===== src/rtl/dsm_sample_ctrl_if.sv =====
// Signal bundle between an upstream sample source / controller and dsm_sample_ctrl.
// The master side drives samples and control; the slave side is the scheduler.
interface dsm_sample_ctrl_if #(
   parameter int WIDTH = 16
);
   logic             enable;
   logic [WIDTH-1:0] s_data;
   logic             s_valid;
   logic             s_ready;
   logic [WIDTH-1:0] dac_data;
   logic             dac_load;
   logic [1:0]       state;
   logic             underrun;
   logic             underrun_clr;
   logic [7:0]       underrun_cnt;

   modport master (
      output enable, s_data, s_valid, underrun_clr,
      input  s_ready, dac_data, dac_load, state, underrun, underrun_cnt
   );

   modport slave (
      input  enable, s_data, s_valid, underrun_clr,
      output s_ready, dac_data, dac_load, state, underrun, underrun_cnt
   );
endinterface


===== src/rtl/dsm_sample_ctrl.sv =====
// Single-clock sample scheduler for dsm_dac: one sample every OSR clocks, slew-limited
// start/stop ramps to/from midscale. Optional macro DSM_CTRL_UNDERRUN_CNT_EN adds the underrun counter.
module dsm_sample_ctrl #(
   parameter int               OSR       = 100,
   parameter int               WIDTH     = 16,
   parameter logic [WIDTH-1:0] MID       = {1'b1, {(WIDTH-1){1'b0}}},
   parameter logic [WIDTH-1:0] RAMP_STEP = WIDTH'(256)
) (
   input  logic              clk,
   input  logic              rst_n,
   dsm_sample_ctrl_if.slave  bus
);
   localparam int CW = (OSR > 2) ? $clog2(OSR) : 1;

   typedef enum logic [1:0] {IDLE = 2'd0, RAMP_UP = 2'd1, RUN = 2'd2, RAMP_DN = 2'd3} state_e;

   state_e           state_q;
   logic [CW-1:0]    cnt_q;
   logic [WIDTH-1:0] buf_q, tgt_q, dac_q;
   logic             buf_full_q, load_q, und_q;

   logic             active, tick, s_ready, xfer, take, und_d;
   logic [WIDTH-1:0] tgt_d, up_d, dn_d;

   // One clamped slew step; never overshoots the destination.
   function automatic logic [WIDTH-1:0] toward(input logic [WIDTH-1:0] cur, input logic [WIDTH-1:0] dst);
      if (cur < dst) return (dst - cur <= RAMP_STEP) ? dst : cur + RAMP_STEP;
      else           return (cur - dst <= RAMP_STEP) ? dst : cur - RAMP_STEP;
   endfunction

   assign active  = (state_q == RAMP_UP) || (state_q == RUN);
   assign tick    = (state_q != IDLE) && (cnt_q == CW'(OSR - 1));
   assign s_ready = !buf_full_q && bus.enable && active;
   assign xfer    = bus.s_valid && s_ready;
   assign take    = tick && active && buf_full_q;
   assign und_d   = tick && active && !buf_full_q;
   assign tgt_d   = take ? buf_q : tgt_q;
   assign up_d    = toward(dac_q, tgt_d);
   assign dn_d    = toward(dac_q, MID);

   always_ff @(posedge clk or negedge rst_n) begin
      if (!rst_n) begin
         state_q    <= IDLE;
         cnt_q      <= '0;
         buf_q      <= '0;
         buf_full_q <= 1'b0;
         tgt_q      <= MID;
         dac_q      <= MID;
         load_q     <= 1'b0;
         und_q      <= 1'b0;
      end else begin
         load_q <= tick;
         cnt_q  <= (state_q == IDLE || tick) ? '0 : cnt_q + CW'(1);

         // xfer needs an empty buffer and take a full one, so they never collide.
         if (active && !bus.enable) buf_full_q <= 1'b0;
         else if (xfer)             buf_full_q <= 1'b1;
         else if (take)             buf_full_q <= 1'b0;
         if (xfer) buf_q <= bus.s_data;

         if (und_d)                 und_q <= 1'b1;
         else if (bus.underrun_clr) und_q <= 1'b0;

         case (state_q)
            IDLE: begin
               if (bus.enable) begin
                  state_q <= RAMP_UP;
                  tgt_q   <= MID;
               end
            end
            RAMP_DN: begin
               // Re-enable resumes from wherever the ramp-down currently sits.
               if (bus.enable) begin
                  state_q <= RAMP_UP;
                  tgt_q   <= dac_q;
               end else if (tick) begin
                  dac_q <= dn_d;
                  if (dn_d == MID) state_q <= IDLE;
               end
            end
            default: begin
               tgt_q <= tgt_d;
               if (tick) begin
                  dac_q <= (state_q == RUN) ? tgt_d : up_d;
                  if (state_q == RAMP_UP && up_d == tgt_d) state_q <= RUN;
               end
               if (!bus.enable) state_q <= RAMP_DN;
            end
         endcase
      end
   end

`ifdef DSM_CTRL_UNDERRUN_CNT_EN
   logic [7:0] ucnt_q;

   always_ff @(posedge clk or negedge rst_n) begin
      if (!rst_n) begin
         ucnt_q <= '0;
      end else if (und_d) begin
         ucnt_q <= bus.underrun_clr ? 8'd1 : ((ucnt_q == 8'd255) ? 8'd255 : ucnt_q + 8'd1);
      end else if (bus.underrun_clr) begin
         ucnt_q <= '0;
      end
   end

   assign bus.underrun_cnt = ucnt_q;
`else
   assign bus.underrun_cnt = 8'd0;
`endif

   assign bus.s_ready  = s_ready;
   assign bus.dac_data = dac_q;
   assign bus.dac_load = load_q;
   assign bus.state    = state_q;
   assign bus.underrun = und_q;
endmodule


===== src/flat_wrapper.sv =====
// flat-port wrapper written by rule: the top's interface ports become plain ports
module dsm_sample_ctrl_flat 
#(
   parameter int               OSR       = 100,
   parameter int               WIDTH     = 16,
   parameter logic [WIDTH-1:0] MID       = {1'b1, {(WIDTH-1){1'b0}}},
   parameter logic [WIDTH-1:0] RAMP_STEP = WIDTH'(256)
)
  (clk, rst_n, bus_enable, bus_s_data, bus_s_valid, bus_underrun_clr, bus_s_ready, bus_dac_data, bus_dac_load, bus_state, bus_underrun, bus_underrun_cnt);
  dsm_sample_ctrl_if #(.WIDTH(WIDTH)) bus_i ();
  input  logic clk;
  input  logic rst_n;
  input wire logic [$bits(bus_i.enable)-1:0] bus_enable;
  input wire logic [$bits(bus_i.s_data)-1:0] bus_s_data;
  input wire logic [$bits(bus_i.s_valid)-1:0] bus_s_valid;
  input wire logic [$bits(bus_i.underrun_clr)-1:0] bus_underrun_clr;
  output wire logic [$bits(bus_i.s_ready)-1:0] bus_s_ready;
  output wire logic [$bits(bus_i.dac_data)-1:0] bus_dac_data;
  output wire logic [$bits(bus_i.dac_load)-1:0] bus_dac_load;
  output wire logic [$bits(bus_i.state)-1:0] bus_state;
  output wire logic [$bits(bus_i.underrun)-1:0] bus_underrun;
  output wire logic [$bits(bus_i.underrun_cnt)-1:0] bus_underrun_cnt;
  assign bus_i.enable = bus_enable;
  assign bus_i.s_data = bus_s_data;
  assign bus_i.s_valid = bus_s_valid;
  assign bus_i.underrun_clr = bus_underrun_clr;
  assign bus_s_ready = bus_i.s_ready;
  assign bus_dac_data = bus_i.dac_data;
  assign bus_dac_load = bus_i.dac_load;
  assign bus_state = bus_i.state;
  assign bus_underrun = bus_i.underrun;
  assign bus_underrun_cnt = bus_i.underrun_cnt;
  dsm_sample_ctrl #(.OSR(OSR), .WIDTH(WIDTH), .MID(MID), .RAMP_STEP(RAMP_STEP)) u_core (.clk(clk), .rst_n(rst_n), .bus(bus_i));
endmodule

===== config.mk =====
export PLATFORM = sky130hd
export DESIGN_NAME = dsm_sample_ctrl_flat
export DESIGN_NICKNAME = d
export VERILOG_FILES = /design/src/rtl/dsm_sample_ctrl_if.sv /design/src/rtl/dsm_sample_ctrl.sv /design/src/flat_wrapper.sv
export SDC_FILE = /design/constraint.sdc
export NUM_CORES = 1
export LEC_CHECK = 0
export ABC_AREA = 1
export CELL_PAD_IN_SITES_DETAIL_PLACEMENT = 0
export CELL_PAD_IN_SITES_GLOBAL_PLACEMENT = 2
export CORE_ASPECT_RATIO = 0.9
export CORE_MARGIN = 4
export CORE_UTILIZATION = 29
export DETAILED_ROUTE_END_ITERATION = 8
export PLACE_DENSITY_LB_ADDON = 0.3
export SYNTH_ARGS = -nofsm -noshare
export SYNTH_HDL_FRONTEND = slang
export SYNTH_SLANG_ARGS = --single-unit

===== constraint.sdc =====
create_clock -name clk -period 4.72 [get_ports clk]
set_clock_uncertainty 0.15 [all_clocks]
set_input_delay 0.708 -clock clk [delete_from_list [all_inputs] [get_ports clk]]
set_output_delay 0.708 -clock clk [all_outputs]
set_load 0.02 [all_outputs]

# Word-level counts from Yosys, hierarchy flattened
# Index checks and enable logic that the tools add are counted.
# totals
reg_bits,60
inputBits,21
output_inout_bits,29
word_cells,84
# op_classes
add_sub_neg,7
n_lt_le_gt_ge,6
eq_ne,13
mux,29
bitwise_logic,1
n_reduce_logical,20
# op_table
cell,n
2-to-1 mux 16 bit,13
"<= comparator 16 x 9 -> 1 bit, second input constant",4
one-hot mux 16 bit (2 select lines),2
subtractor 16 bit,2
"adder 16 x 9 -> 16 bit, second input constant",1
== test 16 bit,1
"== test 16 bit, second input constant",1
< comparator 16 bit,1
"< comparator 16 bit, second input constant",1
"subtractor 16 bit, first input constant",1
"subtractor 16 bit, second input constant",1
"subtractor 16 x 9 -> 16 bit, second input constant",1
2-to-1 mux 2 bit,7
logical AND 1 bit,9
"!= test 4 x 1 -> 1 bit, second input constant",2
"adder 7 x 1 -> 7 bit, second input constant",1
"== test 7 bit, second input constant",1
2-to-1 mux 7 bit,1
"!= test 2 bit, second input constant",3
"!= test 3 x 2 -> 1 bit, second input constant",2
2-to-1 mux 1 bit,5
AND reduction 5 bit,1
"== test 2 bit, second input constant",2
one-hot mux 2 bit (2 select lines),1
9 further kinds,12

# Longest topological paths before layout
# Gate-level depths: netlist of the first run.
# depth
word_depth,15
ltp_mapped,39
depth_no_buf,37

# Worst setup path before layout of the first run
# Ideal clock, no wire load.
# synth_timing
path_kind,flip-flop to flip-flop
from,reg u_core.state_q[0] (netlist: u_core.bus.state[0])
to,reg u_core.state_q[0] (netlist: u_core.bus.state[0])
arrival_time_ns,4.542
required_time_ns,4.452
path_slack_ns,-0.090
stages_incl_launch_ff,36
path_buffers,4
path_cell_list,dfrtp_1 -> inv_1 -> ha_1 -> inv_2 -> nand4_2 -> buf_6 -> inv_1 -> buf_1 -> o21ai_1 -> inv_1 -> ha_1 -> clkbuf_1 -> nand2_1 -> nor2_1 -> inv_1 -> nor3_1 -> nand2_1 -> nand2_1 -> nand2_1 -> a21oi_1 -> nand2_2 -> nor2_8 -> nand3_4 -> buf_2 -> nand2_1 -> nand3_1 -> nand3_1 -> nand2_1 -> nor2_1 -> nand2_1 -> nor2_1 -> nand3_1 -> nand2_2 -> nand2_2 -> nand2_1 -> nand2_1
# synth_between
elab_chain_cells,13
word_cells_on_any_way,27
classes_between,add/sub: 2; order compare: 3; eq/ne: 9; mux: 5; reduce/logical: 8
# synth_lines
item,line_no,text
from (decl),dsm_sample_ctrl.sv:17,state_e state_q;
from (signal assigned),dsm_sample_ctrl.sv:43,state_q <= IDLE;
from (signal assigned),dsm_sample_ctrl.sv:67,state_q <= RAMP_UP;
from (signal assigned),dsm_sample_ctrl.sv:74,state_q <= RAMP_UP;
"== test 2 x 1 -> 1 bit, or another cell as far along","dsm_sample_ctrl.sv:31, dsm_sample_ctrl.sv:85",
logical OR 1 bit or logical AND 1 bit (tied branches),"dsm_sample_ctrl.sv:31, dsm_sample_ctrl.sv:32",
logical AND 1 bit (2 in a row),dsm_sample_ctrl.sv:35,assign take = tick && active && buf_full_q;
2-to-1 mux 16 bit,dsm_sample_ctrl.sv:37,assign tgt_d = take ? buf_q : tgt_q;
subtractor 16 bit (on tied branches),"dsm_sample_ctrl.sv:28, dsm_sample_ctrl.sv:27",
<= comparator 16 x 9 -> 1 bit (on tied branches),"dsm_sample_ctrl.sv:28, dsm_sample_ctrl.sv:27",
2-to-1 mux 16 bit (on tied branches),"dsm_sample_ctrl.sv:28, dsm_sample_ctrl.sv:27",
2-to-1 mux 16 bit,dsm_sample_ctrl.sv:27,if (cur < dst) return (dst - cur <= RAMP_STEP) ? dst : cur + RAMP_STEP;
== test 16 bit,dsm_sample_ctrl.sv:85,if (state_q == RAMP_UP && up_d == tgt_d) state_q <= RUN;
logical AND 1 bit,dsm_sample_ctrl.sv:85,
!= test 4 x 1 -> 1 bit (no source line),n/a,
AND reduction 5 bit (no source line),n/a,
# Several ways; a longest one is shown, not always the timed one.
# A chain may end at the register's enable or synchronous reset.

# Worst setup path in the final report of the first run
# layout_timing
from,reg u_core.cnt_q[1]
to,reg u_core.state_q[1] (netlist: u_core.bus.state[1])
# layout_between
elab_chain_cells,13
word_cells_on_any_way,19
classes_between,add/sub: 2; order compare: 3; eq/ne: 5; mux: 4; reduce/logical: 5
# layout_lines
item,line_no,text
from (decl),dsm_sample_ctrl.sv:18,logic [CW-1:0] cnt_q;
from (signal assigned),dsm_sample_ctrl.sv:53,cnt_q <= (state_q == IDLE || tick) ? '0 : cnt_q + CW'(1);
== test 7 bit *,dsm_sample_ctrl.sv:32,assign tick = (state_q != IDLE) && (cnt_q == CW'(OSR - 1));
logical AND 1 bit *,dsm_sample_ctrl.sv:32,
logical AND 1 bit (2 in a row),dsm_sample_ctrl.sv:35,
2-to-1 mux 16 bit,dsm_sample_ctrl.sv:37,
subtractor 16 bit (on tied branches),"dsm_sample_ctrl.sv:28, dsm_sample_ctrl.sv:27",
<= comparator 16 x 9 -> 1 bit (on tied branches),"dsm_sample_ctrl.sv:28, dsm_sample_ctrl.sv:27",
2-to-1 mux 16 bit (on tied branches),"dsm_sample_ctrl.sv:28, dsm_sample_ctrl.sv:27",
2-to-1 mux 16 bit,dsm_sample_ctrl.sv:27,
== test 16 bit,dsm_sample_ctrl.sv:85,
logical AND 1 bit,dsm_sample_ctrl.sv:85,
!= test 4 x 1 -> 1 bit (no source line),n/a,
AND reduction 5 bit (no source line) *,n/a,
to (signal assigned),dsm_sample_ctrl.sv:78,if (dn_d == MID) state_q <= IDLE;
to (signal assigned),dsm_sample_ctrl.sv:85,
to (signal assigned),dsm_sample_ctrl.sv:87,if (!bus.enable) state_q <= RAMP_DN;
# Every way passes the cells marked *; elsewhere a longest branch is shown, timed or not.

==> impl_metrics.yaml, run 1 <==
floorplan:
  row_count: 52
  chipWidth_um: 169
  initial_core_util: 0.298
  io_pins: 50
  die_area_um2: 25700
  die_y_um: 153
  coreArea_um2: 22600
synth:
  ys_top_cells_by_area: "dfrtp_1, nand2_1, nand3_1"
  synth_top_area_cell: "dfrtp_1"
  ys_types: 51
  synthArstFlopShare: 1.00
  syn_area_um2: 6740
  synth_warnings: 0
  synth_top_area_frac: 0.215
  yosys-top-cells-count: "nand2_1, inv_1, nand3_1"
  syn_inst: 1125
  ys.flop_type: "dfrtp_1"
  synth_seq_cells: 60
  yosysSeqAreaShare: 0.223
  synth_most_common_cell: "nand2_1"
  syn_avg_cell_area_um2: 5.99
  synth-edff-count: 0
drt:
  via_per_inst: 5.15
  postRouteAntennaNets: 0
  num_vias: 8101
  drc_errors: 0
  drtIter0Drc: 785
  drt_pass1_iterations: 5
  wirelength_mm: 28.1
  avgRoutedWirePerCell_um: 17.8
critical_path:
  critPathRequiredTime_ns: 4.79
  max_stage_delay_ns: 0.35
  timing_worst_setup_path_type: "reg2reg"
  reg2regPathDepth: 33
  cp_slowest_cell: "dfrtp_1"
  timing.rr.end: "u_core.bus.state[1]"
  end_kind: "register"
  crit_top_cell: "nand2_1"
  arrival_ns: 4.58
  start_kind: "register"
  reg2reg_slack_ns: 0.21
  reg2reg_from: "u_core.cnt_q[1]"
  cp_max_fo: 11
hold_path:
  hold_path_depth: 2
  hp-start: "u_core.buf_q[4]"
  hold_path_class: "reg2reg"
  holdPathEnd: "u_core.buf_q[4]"
cts:
  cts.path.max_buffers: 2
  clk_latency_ns: 0.33
  cts.sinks: 60
  cts_buffers: 9
  clk_pin_slew_worst_paths_ns: 0.06
  cts_htree_levels: 3
  tritoncts: "done"
  holdBufCountCts: 0
  cts_root_buf: "clkbuf_16"
layout:
  final_cell_count_no_fill: 1574
  num-nets-final: 1325
  stdcell_area_um2: 9360
  drive_above_1_share: 0.253
  syn2layout_area_growth_pct: 38.9
  diodes: 0
timing:
  finalHoldViolCount: 0
  max_freq_mhz: 222
  rsz0062_at_grt: "yes"
  slew_headroom: 0.363
  setup_violations: 0
  drv_slew: 0
  setup_tns_ns: 0
  period_share: 0.956
  tightest_slew_ns: 0.954
  timing.final.crit_period_ns: 4.51
placed_design:
  place_area_um2: 8200
  dp.cells: 1539
  place_congestion: 0.923
  dp_hpwl_mm: 21.9
  portBuffers: 41
global_route:
  grt_usage: 0.204
  grt_pass1_wl_mm: 41.4
  grt_pass1_vias: 7253
  overflow: 0
  grt_max_degree: 36
  antenna_found_initial: 0
power_and_ir_drop:
  power_mw: 4.95
  ir_drop_uv: 214
  leakagePower_nw: 4.64
  powerDensity_nw_per_um2: 529
run:
  drv_cap: 0
outcome:
  status: "complete, no violations"
==> worst max-delay path, delay by kind of cell, from the launching register on <==
kind,cells,cell delay (ns)
simple gates,21,2.00
buf+inv,5,0.72
compound gates,5,0.68
fa+ha+maj,2,0.47
flops,1,0.35
==> power by group <==
| group | switching (mW) | internal, mW | total, mW |
|---|---|---|---|
| Sequential | 0.0655 | 0.676 | 0.741 |
| Combinational | 2.19 | 1.35 | 3.53 |
| Clock | 0.254 | 0.422 | 0.676 |
| Total | 2.51 | 2.45 | 4.95 |
==> flip-flops by register name, indices dropped and copies added, names as in the netlist <==
signal and count:
u_core.tgt_q 16, u_core.bus.dac_load 1, u_core.bus.underrun 1, u_core.bus.state 2, u_core.bus.dac_data 16, u_core.buf_full_q 1, u_core.cnt_q 7, u_core.buf_q 16
==> kinds of logic after synthesis <==
group	Yosys count	share of synthesized area
other	1	0.000557
adders and majority gates	32	0.0594
buffers and inverters	197	0.121
AOI/OAI and AO/OA	198	0.168
and+or+nand+nor	622	0.408
muxes	1	0.00167
xor gates and xnor gates	14	0.0182
DFF	60	0.223
==> per-stage QoR <==
stage | setup WS [ns] | utilization | hold WS, ns
final | 0.209 | 0.413 | 0.364
after global routing | -0.0654 | 0.413 | 0.377
after CTS | 0.00118 | 0.380 | 0.368
after detailed placement | -0.154 | 0.362 | 0.354
after floorplan | 0.0281 | - | 0.262
after global placement | -0.147 | 0.362 | 0.343
==> final cells by class <==
cell class | instances | area [um2]
fill | 2468 | 13300
multi-input combinational | 877 | 5120
sequential | 60 | 1510
timing repair buffer | 179 | 1500
inverter | 145 | 551
tap | 297 | 372
clock buffer | 10 | 239
clock inverter | 6 | 63.8
==> placed cells by master, fill, tap and decap left out, types with 5 or more instances in the layout <==
master           count
a21oi_1             78
a21oi_2             10
a21oi_4              5
a22oi_1              7
buf_4              129
buf_6                6
clkbuf_16           10
clkdlybuf4s50_1     40
conb_1               8
dfrtp_1             57
ha_1                17
ha_4                13
inv_1              123
inv_2               19
nand2_1            285
nand2_2             39
nand2_4             12
nand3_1             99
nand3_2             13
nand3_4              5
nand4_1             38
nor2_1              76
nor2_2              13
nor2_4              12
nor3_1              17
o21ai_0             51
o21ai_1              9
o21ai_2              7
o221ai_1             6
xor2_1              13
==> how the worst max path moves through the flow <==
stage,startpoint,to
after floorplan,u_core.bus.state[0],u_core.bus.state[0]
final,u_core.cnt_q[1],u_core.bus.state[1]
after global placement,u_core.cnt_q[0],u_core.bus.state[0]
after CTS,u_core.cnt_q[0],u_core.bus.state[0]
after detailed placement,u_core.bus.state[0],u_core.bus.state[1]
after global routing,u_core.cnt_q[0],u_core.bus.state[1]
==> metal layers <==
layer / up-vias / GRT usage / share of wire
met5: - / 0 / 0
met2: 264 / 0.300 / 0.43
met3: 34 / 0.0397 / 0.061
met4: 0 / 0.0556 / 0.024
met1: 3802 / 0.303 / 0.48
li1: 4001 / - / -
==> timing repair <==
item	in CTS	in global routing
setup endpoints to repair	2	14
gates resized for setup	19	159
gates cloned	0	3
pin swaps	1	64
setup buffers	2	14
Note: power is estimated with default switching activity, not from simulation.
==> run 2: changes to the inputs <==
Settings changed: CORE_UTILIZATION 29 to 32.
Clock period 4.72 ns to 4.3 ns, I/O delays scaled along.
==> run 2 against run 1 <==
  * The run now ends with negative setup slack left
  * Worst hold slack got worse by 0.12 ns
  * Flip-flop and latch count is the same
  * Count of clock-buffer cells in the layout stayed put
  * Setup slack worse by 0.43 ns
  * Sequential power increased by 11%
  * Combinational power increased by 26%
  * Non-clock buffer count increased by 76
  * Sequential share of layout area shrank 1.4 points
  * Critical endpoint is now u_core.bus.state[0]
==> impl_metrics.yaml, run 2 (synthesized netlist as in run 1, its figures left out) <==
outcome:
  status: "finished with violations"
  failed_checks: "negative setup slack"
critical_path:
  arrival_ns: 4.59
  reg2regPathDepth: 34
  cp_slowest_cell: "dfrtp_1"
  cp_max_fo: 5
  start_kind: "register"
  end_kind: "register"
  timing.rr.end: "u_core.bus.state[0]"
  crit_top_cell: "nand2_2"
  reg2reg_slack_ns: -0.22
  timing_worst_setup_path_type: "reg2reg"
  reg2reg_from: "u_core.cnt_q[1]"
  critPathRequiredTime_ns: 4.37
  max_stage_delay_ns: 0.39
global_route:
  grt_usage: 0.236
  grt_max_degree: 33
  overflow: 0
  grt_pass1_vias: 7809
  grt_pass1_wl_mm: 44.1
  antenna_found_initial: 0
timing:
  finalWorstSetupSlack_ns: -0.221
  setup_violations: 7
  finalHoldViolCount: 0
  timing.final.crit_period_ns: 4.52
  rsz0062_at_grt: "yes"
  drv_slew: 0
  max_freq_mhz: 221
  tightest_slew_ns: 1.03
  period_share: 1.05
  slew_headroom: 0.311
cts:
  holdBufCountCts: 0
  clk_latency_ns: 0.33
  cts_root_buf: "clkbuf_16"
  cts_buffers: 9
  cts.path.max_buffers: 2
  cts.sinks: 60
  tritoncts: "done"
  cts_htree_levels: 3
  clk_pin_slew_worst_paths_ns: 0.06
floorplan:
  initial_core_util: 0.324
  die_area_um2: 23400
  io_pins: 50
  die_y_um: 146
  coreArea_um2: 20800
  row_count: 50
  chipWidth_um: 161
drt:
  via_per_inst: 5.09
  drc_errors: 0
  avgRoutedWirePerCell_um: 17.7
  wirelength_mm: 29.0
  num_vias: 8337
  postRouteAntennaNets: 0
  drtIter0Drc: 552
  drt_pass1_iterations: 7
placed_design:
  portBuffers: 41
  dp_hpwl_mm: 22.2
  place_congestion: 0.948
hold_path:
  hold_path_class: "in2async"
layout:
  syn2layout_area_growth_pct: 52.3
  regArea_um2: 1510
  diodes: 0
  layout_commonest_cell: "nand2_1"
  final_cell_mix: "nand2_1, buf_4, inv_1"
  fillCellCount: 2152
  num-nets-final: 1400
  utilization: 0.494
  drive_above_1_share: 0.340
  multiInputGateArea_um2: 5320
power_and_ir_drop:
  leakagePower_nw: 5.09
  powerDensity_nw_per_um2: 585
  ir_drop_uv: 303
  power_mw: 6.00
run:
  drv_cap: 0
run 2: how the worst max path moves through the flow:
stage | from | to | slack [ns] | cells after the start
after floorplan | u_core.bus.state[1] | u_core.bus.state[0] | 0.01 | 31
after global placement | u_core.cnt_q[0] | u_core.bus.state[1] | -0.39 | 33
after detailed placement | u_core.cnt_q[1] | u_core.bus.state[0] | -0.35 | 37
after CTS | u_core.cnt_q[1] | u_core.bus.state[0] | -0.19 | 35
after global routing | u_core.cnt_q[1] | u_core.bus.state[0] | -0.53 | 35
final | u_core.cnt_q[1] | u_core.bus.state[0] | -0.22 | 34
run 2: per-layer routing:
layer	GRT usage	vias to the layer above	part of all wire
met5	0	-	0
met4	0.0584	0	0.023
met3	0.0462	43	0.065
met2	0.359	248	0.44
met1	0.345	3898	0.47
li1	-	4148	-
run 2: critical path: cells and delay by family, from the launching register on:
family / cells / cell delay [ns]
flops: 1 / 0.39
simple gates: 24 / 2.37
compound gates: 2 / 0.18
buf+inv: 6 / 0.78
fa+ha+maj: 2 / 0.51
run 2: per-stage QoR:
step | std cells | area [um2] | setup TNS (ns) | hold slack (ns) | setup WS [ns]
after floorplan | 1132 | 6840 | 0 | 0.199 | 0.0144
after global placement | 1592 | 8820 | -1.81 | 0.343 | -0.387
after detailed placement | 1592 | 8820 | -1.99 | 0.346 | -0.353
after CTS | 1621 | 9370 | -0.480 | 0.269 | -0.192
after global routing | 1638 | 10300 | -3.80 | 0.293 | -0.526
final | 1638 | 10300 | -0.551 | 0.246 | -0.221
run 2: what timing repair did:
action	in CTS	in global routing
cloned	1	3
pin swaps	3	61
resized for setup	39	214
setup endpoints to repair	14	18
buffers inserted	12	14
run 2: report_power, final:
group          switching [mW]  internal (mW)  leakage (nW)
Clock                   0.286          0.454         0.143
Combinational            2.60           1.84          4.28
Sequential             0.0796          0.742         0.667
run 2: area by class of cell:
| type | count | share of cell area |
|---|---|---|
| clock buffer | 10 | 0.0223 |
| tap | 286 | 0.0349 |
| clock inverter | 6 | 0.00707 |
| multi-input combinational | 875 | 0.518 |
| sequential | 60 | 0.147 |
| inverter | 145 | 0.0538 |
| timing repair inverter | 1 | 0.000732 |
| timing repair buffer | 255 | 0.216 |
==> run 3: changes to the inputs <==
Settings changed: HOLD_SLACK_MARGIN from default to 0.06.
==> results of run 3 <==
Same layout as run 2: the final DEF is identical, and so are final timing and power.
